==> config.mk <==
export PLATFORM = sky130hd
export DESIGN_NAME = fifo_rd_packer
export DESIGN_NICKNAME = d
export VERILOG_FILES = /design/src/rtl/fifo_rd_packer.sv
export SDC_FILE = /design/constraint.sdc
export NUM_CORES = 1
export LEC_CHECK = 0
export ABC_CLOCK_PERIOD_IN_PS = 4600
export CORE_UTILIZATION = 50
export CTS_CLUSTER_DIAMETER = 120
export CTS_CLUSTER_SIZE = 10
export DETAILED_ROUTE_END_ITERATION = 10
export DONT_BUFFER_PORTS = 1
export PLACE_DENSITY_LB_ADDON = 0.15
export SKIP_CTS_REPAIR_TIMING = 1
export SYNTH_ARGS = -nofsm -noshare
export SYNTH_HDL_FRONTEND = slang
export SYNTH_SLANG_ARGS = --single-unit
export TNS_END_PERCENT = 5
==> constraint.sdc <==
create_clock -name rd_clk -period 4.6 [get_ports rd_clk]
set_clock_uncertainty 0.2 [all_clocks]
set_input_delay 0.23 -clock rd_clk [delete_from_list [all_inputs] [get_ports rd_clk]]
set_output_delay 0.23 -clock rd_clk [all_outputs]
set_load 0.05 [all_outputs]
==> src/rtl/fifo_rd_packer.sv <==
// Pops FIFO entries and packs LANES of them into one word, flushing a partial word after TIMEOUT idle cycles.
// Latency: word valid on the edge capturing the last entry; while out_valid is held, pops stop (no internal buffering).
module fifo_rd_packer #(
  parameter int WIDTH   = 8,
  parameter int LANES   = 4,
  parameter int TIMEOUT = 16
) (
  input  logic                   rd_clk,
  input  logic                   rd_rst,
  output logic                   fifo_rd_en,
  input  logic [WIDTH-1:0]       fifo_rd_data,
  input  logic                   fifo_empty,
  output logic [WIDTH*LANES-1:0] out_data,
  output logic [LANES-1:0]       out_keep,
  output logic                   out_valid,
  input  logic                   out_ready,
  output logic [15:0]            word_count
);

  localparam int CW = $clog2(LANES + 1);
  localparam int IW = (TIMEOUT > 1) ? $clog2(TIMEOUT) : 1;
  localparam logic [IW-1:0] IDLE_LAST = (TIMEOUT > 0) ? IW'(TIMEOUT - 1) : '0;
  localparam logic [CW:0]   LANES_W   = (CW + 1)'(LANES);

  logic [CW-1:0] cnt;
  logic          inflight;
  logic [IW-1:0] idle_cnt;
  logic [CW:0]   occupancy;
  logic          idle;
  logic          flush;
  logic          accept;

  // Occupancy counts the outstanding pop so the word never overfills.
  assign occupancy = {1'b0, cnt} + {{CW{1'b0}}, inflight};
  assign idle      = (cnt != '0) && !inflight && fifo_empty && !out_valid && (TIMEOUT != 0);
  assign flush     = idle && (idle_cnt == IDLE_LAST);
  assign accept    = out_valid && out_ready;

  always_comb begin
    fifo_rd_en = !rd_rst && !fifo_empty && !out_valid && (occupancy < LANES_W);
  end

  always_ff @(posedge rd_clk) begin
    if (rd_rst) begin
      cnt        <= '0;
      inflight   <= 1'b0;
      idle_cnt   <= '0;
      out_data   <= '0;
      out_keep   <= '0;
      out_valid  <= 1'b0;
      word_count <= '0;
    end else begin
      inflight <= fifo_rd_en;
      idle_cnt <= (idle && !flush) ? idle_cnt + IW'(1) : '0;
      if (accept) begin
        cnt        <= '0;
        out_data   <= '0;
        out_keep   <= '0;
        out_valid  <= 1'b0;
        word_count <= word_count + 16'd1;
      end else begin
        if (inflight) begin
          for (int i = 0; i < LANES; i++) begin
            if (cnt == CW'(i)) begin
              out_data[i*WIDTH +: WIDTH] <= fifo_rd_data;
              out_keep[i]                <= 1'b1;
            end
          end
          cnt <= cnt + CW'(1);
          // With a capture pending, occupancy equals the post-capture lane count.
          if (occupancy == LANES_W) out_valid <= 1'b1;
        end
        if (flush) out_valid <= 1'b1;
      end
    end
  end

endmodule
==> impl_metrics.toml <==
[yosys]
fraction_of_synthesis_flops_using_an_asynchronous_set_or_reset_pin_pct = 0
synth_top_cells_by_area = "sky130_fd_sc_hd__dfxtp_1 49%, sky130_fd_sc_hd__a21oi_1 9.0%, sky130_fd_sc_hd__nand3_1 7.8%"
syn_inst_count = 294
synth_edf_count = 0
syn_area_per_cell_um2 = 8.49
synth.yosys.warnings = 0
synth_seq_area_share_pct = 48.9
netlist.area_leader.share_pct = 48.9
synth-main-ff-cell = "sky130_fd_sc_hd__dfxtp_1"
postSynthRegisterBits = 61
synth_area_leader = "sky130_fd_sc_hd__dfxtp_1"
yosys.cell_types.count = 37
netlist_area_mm2 = 0.00249
syn_nets = 315

[placed_design]
total_cell_area_at_the_placement_stage_mm2 = 0.00251
dp_cells = 344
detailedPlacementHpwl_um = 3530
placement.io_buffers = 0
gp_congestion = 0.710

[setup_path]
critical_path.cell_chain = "ha_1, ha_1, nand2_1, a21oi_1, nor2_1, nor4_2, buf_4"
worst-r2r-cell-count = 4
timing.critical_path.mode_cell = "sky130_fd_sc_hd__ha_1"
cp.arrival_ns = 2.19
critical_path.n_buffers_inverters = 1
required_ns = 4.17
cpLargestDelayFamily = "flip-flops"
worst-setup-path-type = "reg2out"
path_max_fanout = 19
worst_setup_path_end_kind = "primary output"
cp_num_cells = 7
cp-start-kind = "flop"
crit_path_top_delay_cell = "sky130_fd_sc_hd__dfxtp_1"
max_stage_delay_ns = 0.70

[global_route]
antenna_violations_before_repair = 0
grtUsageTotal_pct = 20.2
grt_pass1_vias = 1711
largest_net_degree_at_the_start_of_global_routing = 41
grt_first_pass_wirelength_um = 8090
grt_overflow_total = 0

[finish]
nets = 320
mostFrequentLayoutCell = "sky130_fd_sc_hd__dfxtp_1"
layout.cell_area.non_filler_mm2 = 0.00282
final-instance-count-excl-fill = 371
layout.cells.most_common_list = "61 x sky130_fd_sc_hd__dfxtp_1, 46 x sky130_fd_sc_hd__nand2_1, 45 x sky130_fd_sc_hd__a21oi_1"
num_antenna_cells = 0
drive_above_1_share_pct = 8.55
area_growth_syn_to_layout_pct = 13.0

[timing]
max_slew.worst_pin.slew_ns = 1.04
final_max_slew_viol_count = 0
rsz0062_at_grt = "false"
achievable-frequency_mhz = 381
timing.final.crit_period_ns = 2.62
hold_violations = 0
period_share_pct = 57.0
finalSetupViolations = 0
hold-worst-slack_ns = 0.0333
max-slew-margin-rel_pct = 30.6
timing.setup.tns_ns = 0

[detailed_routing]
detail-route-antenna-nets = 0
drt_wl_total_um = 5480
dr_total_vias = 2010
drc_errors = 0
drtIter0Drc = 107
detail_route.first_pass.iterations = 4
viasPerCell = 5.42
wl_per_cell_um = 14.8

[cts]
tritoncts_num_sinks = 61
clock_tree.buffer_depth = 2
cts_tree = "done"
clk_pin_slew_ns = 0.07
cts_root_buffer_type = "sky130_fd_sc_hd__clkbuf_8"
numCtsBuffers = 9
clkLatencyLatePin_ns = 0.33
cts-htree-levels = 3

[floorplanning]
die_area_mm2 = 0.00528
die_extent_in_x_um = 72.6
fp.dieH_um = 72.6
core-area_mm2 = 0.00475
io_pins = 66
initial_core_util_pct = 52.5
fp-row-count = 25

[power_and_ir_drop]
power.internal_uw = 825
p_sw_uw = 290
static-leakage-power_nw = 0.974
p_clk_share_pct = 42.4
power.combinational.fraction_pct = 6.0
power.ir.vdd_worst_uv = 202
p_per_area_mw_per_mm2 = 395
swShare_pct = 26.0
seqPwrFrac_pct = 51.5

[hold_path]
type_of_the_tightest_min_delay_check = "in2reg"
hold_path_depth = 4

[run]
cap_viol_max_count = 0

[outcome]
status = "completed"
[logic make-up after synthesis]
| logic type | Yosys count | synth area share, % |
|---|---|---|
| xor gates and xnor gates | 13 | 4.56 |
| muxes | 2 | 0.853 |
| DFF | 61 | 48.9 |
| AOI/OAI and AO/OA | 53 | 11.1 |
| adders and majority gates | 9 | 4.51 |
| and+or+nand+nor | 133 | 25.6 |
| buffers and inverters | 23 | 4.36 |
[tightest hold or removal path: cells and delay by family]
family / cells / cell delay, ns
XOR/XNOR: 1 / 0.13
AND/OR/NAND/NOR: 3 / 0.16
[sequential cells by signal (all words and copies together), names as in the netlist]
| register | count |
|---|---|
| out_data | 32 |
| out_valid | 1 |
| cnt | 3 |
| word_count | 16 |
| idle_cnt | 4 |
| out_keep | 4 |
| inflight | 1 |
[power groups by stage]
stage	sequential [mW]	combinational, mW	clock, mW
after CTS	0.574	0.0516	0.485
after floorplan	0.581	0.0483	0
after detailed placement	0.587	0.0514	0
after global routing	0.576	0.0748	0.508
after global placement	0.586	0.0505	0
final	0.575	0.0671	0.473
[final cells by class]
type / instances / area, um^2
Clock buffer: 10 / 138
Clock inverter: 6 / 62.6
Fill cell: 445 / 1940
Inverter: 4 / 15.0
Multi-Input combinational cell: 210 / 1170
Sequential cell: 61 / 1220
Tap cell: 67 / 83.8
Timing Repair Buffer: 13 / 125
[routing by layer]
metal	vias up	routed length, um	track usage (%)
li1	1019	-	-
met1	920	2540	26.4
met2	61	2400	29.9
met3	10	441	7.18
met4	0	99	9.15
met5	-	0	0
[Yosys cell counts (2+ instances only)]
cell	n
sky130_fd_sc_hd__dfxtp_1	61
sky130_fd_sc_hd__nand2_1	46
sky130_fd_sc_hd__a21oi_1	45
sky130_fd_sc_hd__nand3_1	39
sky130_fd_sc_hd__nor2_1	25
sky130_fd_sc_hd__clkbuf_1	12
sky130_fd_sc_hd__ha_1	9
sky130_fd_sc_hd__xor2_1	9
sky130_fd_sc_hd__inv_1	4
sky130_fd_sc_hd__o21ai_0	4
sky130_fd_sc_hd__xnor2_1	4
sky130_fd_sc_hd__and4_1	3
sky130_fd_sc_hd__nor4_1	3
sky130_fd_sc_hd__buf_2	2
sky130_fd_sc_hd__buf_6	2
sky130_fd_sc_hd__nand2b_1	2
sky130_fd_sc_hd__nand4_1	2
sky130_fd_sc_hd__or3_1	2
sky130_fd_sc_hd__or3_2	2
[worst paths after layout]
| check | slack (ns) | to | start |
|---|---|---|---|
| min reg2reg | 0.24 | idle_cnt[0]$_SDFF_PP0_ | idle_cnt[0]$_SDFF_PP0_ |
| max reg2reg | 1.99 | out_data[11]$_SDFFE_PP0P_ | inflight$_SDFF_PP0_ |
| max | 1.98 | fifo_rd_en | inflight$_SDFF_PP0_ |
| min | 0.03 | word_count[5]$_SDFFE_PP0P_ | out_ready |
[per-stage QoR]
step	utilization, %	setup slack, ns	power, mW
after floorplan	-	1.71	0.629
after global placement	52.8	2.08	0.637
after detailed placement	52.8	2.00	0.638
after CTS	57.0	1.92	1.11
after global routing	59.3	1.70	1.16
final	59.3	1.98	1.11
Note: power is estimated with default switching activity, not from simulation.
